--- src/rtl/seq_mult_unit_if.sv ---
// Operand/result handshake bundle for seq_mult_unit.
interface seq_mult_unit_if #(
  parameter int unsigned WIDTH = 8
) ();
  logic                 start;
  logic                 sgn;
  logic [WIDTH-1:0]     a;
  logic [WIDTH-1:0]     b;
  logic                 busy;
  logic                 done;
  logic [2*WIDTH-1:0]   product;

  // Operand source side
  modport master (
    output start, sgn, a, b,
    input  busy, done, product
  );

  // Multiplier side
  modport slave (
    input  start, sgn, a, b,
    output busy, done, product
  );
endinterface

--- src/rtl/seq_mult_unit.sv ---
// Sequential shift-add multiplier with signed/unsigned mode and busy/done handshake.
// Optional build macro: SEQ_MULT_EARLY_EXIT_EN (stop CALC once the remaining multiplier bits are zero).
module seq_mult_unit #(
  parameter int unsigned WIDTH = 8,
  parameter int unsigned CNT_W = $clog2(WIDTH)
) (
  input logic            clk,
  input logic            rst,
  seq_mult_unit_if.slave bus
);

  localparam int unsigned PW = 2 * WIDTH;
  localparam int unsigned EW = WIDTH + 1;

  typedef enum logic [1:0] {
    IDLE = 2'd0,
    LOAD = 2'd1,
    CALC = 2'd2,
    DONE = 2'd3
  } state_t;

  state_t           state_q, state_d;
  logic [PW-1:0]    acc_q, mcand_q, product_q;
  logic [WIDTH-1:0] mplier_q;
  logic [CNT_W-1:0] cnt_q;
  logic             neg_q, busy_q, done_q;

  logic [EW-1:0]    a_ext, b_ext;
  logic [WIDTH-1:0] a_mag, b_mag, mplier_shr;
  logic             neg_c;
  logic [PW-1:0]    acc_sum, product_d;
  logic             load_c, calc_c, done_entry_c;

  // Operand magnitudes: one extra bit so the most negative value converts exactly
  always_comb begin
    a_ext      = {bus.sgn & bus.a[WIDTH-1], bus.a};
    b_ext      = {bus.sgn & bus.b[WIDTH-1], bus.b};
    a_mag      = a_ext[WIDTH] ? WIDTH'(-a_ext) : bus.a;
    b_mag      = b_ext[WIDTH] ? WIDTH'(-b_ext) : bus.b;
    neg_c      = bus.sgn & (bus.a[WIDTH-1] ^ bus.b[WIDTH-1]);
    acc_sum    = acc_q + (mplier_q[0] ? mcand_q : '0);
    mplier_shr = mplier_q >> 1;
    product_d  = load_c ? '0 : (neg_q ? -acc_sum : acc_sum);
  end

  // State register
  always_ff @(posedge clk or posedge rst) begin
    if (rst) state_q <= IDLE;
    else     state_q <= state_d;
  end

  // Next-state and datapath strobes
  always_comb begin
    state_d      = state_q;
    load_c       = 1'b0;
    calc_c       = 1'b0;
    done_entry_c = 1'b0;
    case (state_q)
      IDLE: begin
        if (bus.start) state_d = LOAD;
      end
      LOAD: begin
        load_c  = 1'b1;
        state_d = CALC;
`ifdef SEQ_MULT_EARLY_EXIT_EN
        if (b_mag == '0) begin
          state_d      = DONE;
          done_entry_c = 1'b1;
        end
`endif
      end
      CALC: begin
        calc_c = 1'b1;
`ifdef SEQ_MULT_EARLY_EXIT_EN
        if ((cnt_q == CNT_W'(WIDTH - 1)) || (mplier_shr == '0)) begin
`else
        if (cnt_q == CNT_W'(WIDTH - 1)) begin
`endif
          state_d      = DONE;
          done_entry_c = 1'b1;
        end
      end
      DONE: begin
        if (!bus.start) state_d = IDLE;
      end
      default: state_d = IDLE;
    endcase
  end

  // Shift-add datapath and result register
  always_ff @(posedge clk or posedge rst) begin
    if (rst) begin
      acc_q     <= '0;
      mcand_q   <= '0;
      mplier_q  <= '0;
      cnt_q     <= '0;
      neg_q     <= 1'b0;
      product_q <= '0;
    end else begin
      if (load_c) begin
        acc_q    <= '0;
        mcand_q  <= PW'(a_mag);
        mplier_q <= b_mag;
        cnt_q    <= '0;
        neg_q    <= neg_c;
      end
      if (calc_c) begin
        acc_q    <= acc_sum;
        mcand_q  <= mcand_q << 1;
        mplier_q <= mplier_shr;
        cnt_q    <= cnt_q + CNT_W'(1);
      end
      if (done_entry_c) product_q <= product_d;
    end
  end

  // Registered status flags, decoded from the upcoming state
  always_ff @(posedge clk or posedge rst) begin
    if (rst) begin
      busy_q <= 1'b0;
      done_q <= 1'b0;
    end else begin
      busy_q <= (state_d == LOAD) || (state_d == CALC);
      done_q <= (state_d == DONE);
    end
  end

  assign bus.busy    = busy_q;
  assign bus.done    = done_q;
  assign bus.product = product_q;

endmodule

--- src/flat_wrapper.sv ---
// flat-port wrapper written by rule: the top's interface ports become plain ports
module seq_mult_unit_flat 
#(
  parameter int unsigned WIDTH = 8,
  parameter int unsigned CNT_W = $clog2(WIDTH)
)
  (clk, rst, bus_start, bus_sgn, bus_a, bus_b, bus_busy, bus_done, bus_product);
  seq_mult_unit_if #(.WIDTH(WIDTH)) bus_i ();
  input logic clk;
  input logic rst;
  input wire logic [$bits(bus_i.start)-1:0] bus_start;
  input wire logic [$bits(bus_i.sgn)-1:0] bus_sgn;
  input wire logic [$bits(bus_i.a)-1:0] bus_a;
  input wire logic [$bits(bus_i.b)-1:0] bus_b;
  output wire logic [$bits(bus_i.busy)-1:0] bus_busy;
  output wire logic [$bits(bus_i.done)-1:0] bus_done;
  output wire logic [$bits(bus_i.product)-1:0] bus_product;
  assign bus_i.start = bus_start;
  assign bus_i.sgn = bus_sgn;
  assign bus_i.a = bus_a;
  assign bus_i.b = bus_b;
  assign bus_busy = bus_i.busy;
  assign bus_done = bus_i.done;
  assign bus_product = bus_i.product;
  seq_mult_unit #(.WIDTH(WIDTH), .CNT_W(CNT_W)) u_core (.clk(clk), .rst(rst), .bus(bus_i));
endmodule
--- config.mk ---
export PLATFORM = sky130hd
export DESIGN_NAME = seq_mult_unit_flat
export DESIGN_NICKNAME = d
export VERILOG_FILES = /design/src/rtl/seq_mult_unit_if.sv /design/src/rtl/seq_mult_unit.sv /design/src/flat_wrapper.sv
export SDC_FILE = /design/constraint.sdc
export NUM_CORES = 1
export LEC_CHECK = 0
export BUFFER_PORTS_ARGS = -buffer_cell sky130_fd_sc_hd__buf_4
export CORE_MARGIN = 2
export CORE_UTILIZATION = 45
export CTS_CLUSTER_DIAMETER = 30
export DETAILED_ROUTE_END_ITERATION = 12
export PLACE_DENSITY_LB_ADDON = 0.1
export SYNTH_ARGS = -nofsm -noshare
export SYNTH_HDL_FRONTEND = slang
export SYNTH_SLANG_ARGS = --single-unit
--- constraint.sdc ---
create_clock -name clk -period 3.09 [get_ports clk]
set_clock_uncertainty 0.2 [all_clocks]
set_input_delay 0.309 -clock clk [delete_from_list [all_inputs] [get_ports clk]]
set_output_delay 0.309 -clock clk [all_outputs]
set_load 0.05 [all_outputs]
==> metrics.txt <==
Syn-to-layout area delta 24.3%; worst rel slew slack 40.7%; global-route wire length before repair between 15 and 20 mm; Setup crit end u_core.bus.product[15]$_DFFE_PP0P_; Clock Path Buffers 2; post-synth top area share 38.9%; Post-Syn Instances 453; FFs w/ async S/R, synth 100%; post-route clock period utilization 101%; initial antenna violation count 0; Crit-path slowest cell dfrtp_1; drt via density just over 5; Syn. warnings 0; Worst path max stage delay approximately 0.40 ns; DRT Pass-1 Iters 4; status finished with violations; pwr/cell area 877 nW/um^2; Port Buffers 37; CTS tree yes; # diodes 0; sequential share of the synthesized area 38.9%; GRT Overall Usage roughly a fifth; Syn Area/Cell 9.09 sq um; CP Launch Point u_core.mplier_q[0]$_DFFE_PP0P_; maximum vdd drop 488 uV; DIE AREA 9930 sq um; largest net degree at the start of global routing 42; share of post-route cells with drive strength above 1 between 20% and 30%; CTS buffer count 9; cells on worst reg2reg path 11; Hold Crit Class input pin to flop; setup tns final -0.0757 ns; ANT nets after route 0; Post-synth EDFFs 0; initial core utilization a little under half; GR Overflow Total 0; Rows 34; crit path time final about 3.1 ns; wire per inst ~14 um; fin cells 644; total power between 4 and 5 mW; Pins Over Slew Limit 0; WHS Path Cells 3; WS Path Type flop to flop; Via Count 3341; arrival time at the worst endpoint around 3.2 ns; top-count cell post-synth dfrtp_1; Root Buffer clkbuf_8; # nets final 577; MaxCap Viol Count 0; DP Cell Count approximately 620; Crit. End Element flop; main area contributors after synthesis dfrtp_1 (39%), ha_1 (7.6%), xnor2_1 (6.4%); Core Box Area a little under 9000 sq um; Clk pin slew, worst setup/hold paths about 0.07 ns; required time worst endpoint approximately 3.1 ns; failing checks setup timing; Mapped Area 4120 sq um; number of global-route vias before repair 3235; final WL roughly 8.7 mm; RSZ-0062 raised after global routing yes; Detailed Route Iter0 Violations around 100; fin area slightly above 5000 sq um; r2r endpoint u_core.bus.product[15]$_DFFE_PP0P_; R2R Setup Slk -0.04 ns; Routability Congestion ~0.84; cell accounting for the most synthesized area dfrtp_1; worst r2r src u_core.mplier_q[0]$_DFFE_PP0P_; Primary FF master, synth dfrtp_1; Net Count, Synth 499; total number of H-tree levels 3; synth cell count leaders dfrtp_1 (64), nand2_1 (46), inv_1 (43), o21ai_0 (40), xnor2_1 (30); CP max FO 4; DP HPWL 6.65 mm; DR DRC count 0; Fin Hold WS 0.0464 ns; fmax roughly 320 MHz; Tightest Pin Transition slightly below 0.9 ns; IO Count 38; Final WS setup -0.0449 ns; Die Wd around 100 um; synth unique cells 56; Fin. Hold Viols 0; Clock Latency Late Sink between 0.3 and 0.4 ns; # setup viols final 2; die height ~100 um; crit start category flop; Placed Area about 4800 sq um; TritonCTS Sinks 64; number of synthesized register bits between 60 and 70; Pleak ~2.3 nW; critical-path cell list buf_4 > and2_1 > ha_1 > a211oi_4 > o21ai_2 > mux2i_1 > a311o_1 > o2111a_2 > a41oi_2 > xor3_1 > a22o_1
## state kept, by name, indices dropped and copies added, names as in the netlist
register and cells:
u_core.bus.busy 1, u_core.mcand_q 16, u_core.acc_q 16, u_core.neg_q 1
u_core.bus.product 16, u_core.mplier_q 8, u_core.bus.done 1, u_core.state_q 2
u_core.cnt_q 3
## cells by family (layout without fill, tap and decap cells)
logic type	count (synthesis)	after routing	share of synthesized area, %
compound gates	125	125	20.1
xor+xnor	37	37	8.23
flops	64	64	38.9
simple gates	123	123	14.5
mux	18	18	4.71
buf+inv	60	143	5.53
fa+ha+maj	26	26	8.08
## worst min-delay path by stage
stage                    from                           endpoint
floorplan           bus_start        u_core.state_q[1]$_DFF_PP0_
global placement          rst  u_core.bus.product[2]$_DFFE_PP0P_
detailed placement        rst  u_core.bus.product[2]$_DFFE_PP0P_
CTS                  bus_b[7]     u_core.mplier_q[7]$_DFFE_PP0P_
global route         bus_b[7]     u_core.mplier_q[7]$_DFFE_PP0P_
finish               bus_b[7]     u_core.mplier_q[7]$_DFFE_PP0P_
## through the flow
stage / util [%] / worst slack, ns
2_1_floorplan: - / -0.200
3_3_place_gp: 54.3 / -0.112
3_5_place_dp: 54.3 / -0.156
4_1_cts: 57.4 / -0.101
5_1_grt: 58.2 / -0.182
6_report: 58.2 / -0.0449
## worst max-delay path: cells and delay by family (launching register included)
| family | cells | cell delay (ns) |
|---|---|---|
| DFF | 1 | 0.40 |
| xor gates and xnor gates | 1 | 0.25 |
| adders and majority gates | 1 | 0.37 |
| muxes | 1 | 0.13 |
| AOI/OAI and AO/OA | 6 | 1.40 |
| and+or+nand+nor | 1 | 0.14 |
| buffers and inverters | 1 | 0.14 |
## power by group
group          leakage (nW)  internal, mW  switching [mW]
clock network        0.0952         0.372           0.344
registers             0.852          1.04           0.149
logic                  1.36          1.16            1.42
total                  2.31          2.58            1.91
## area by class of cell
type | instances | area, sq um
repair buffers | 84 | 638
well taps | 108 | 135
clock buffers | 9 | 124
flip-flops and latches | 64 | 1600
clock inverters | 7 | 72.6
fillers | 786 | 3680
inverters | 43 | 161
multi-input cells | 329 | 2390
## layer usage
metal / wire length [um] / vias to the layer above / global-route usage, % / part of all wire, %
li1: - / 1742 / - / -
met1: 4540 / 1535 / 26.9 / 52
met2: 3860 / 53 / 29.4 / 44
met3: 237 / 11 / 2.32 / 2.7
met4: 108 / 0 / 6.85 / 1.2
met5: 0 / - / 0 / 0
## placed cells by master (no fill, tap or decap), drive strengths merged, types with 2 or more instances in the layout
master / instances
o211ai: 2
inv: 43
a311o: 2
nor2: 24
and2: 18
buf: 81
a22o: 14
a21o: 2
a211oi: 3
o22ai: 10
nor4: 3
a21oi: 23
mux2i: 7
nor3: 9
clkinvlp: 2
o21ai: 44
xnor2: 30
xor2: 6
a21boi: 4
o21a: 3
a22oi: 2
nor3b: 2
ha: 25
clkinv: 4
clkbuf: 9
o31ai: 6
a31oi: 3
nand3: 14
mux2: 11
dlygate4sd3: 3
nand2: 46
dfrtp: 64
a41oi: 2
## repair_timing
action,in CTS,in global routing
hold endpoints to repair,66,0
buffers inserted,5,3
hold buffers,3,0
pin swaps,6,5
gates resized for setup,4,11
setup endpoints to repair,7,9
No activity file was read; power rests on OpenSTA's default activity.
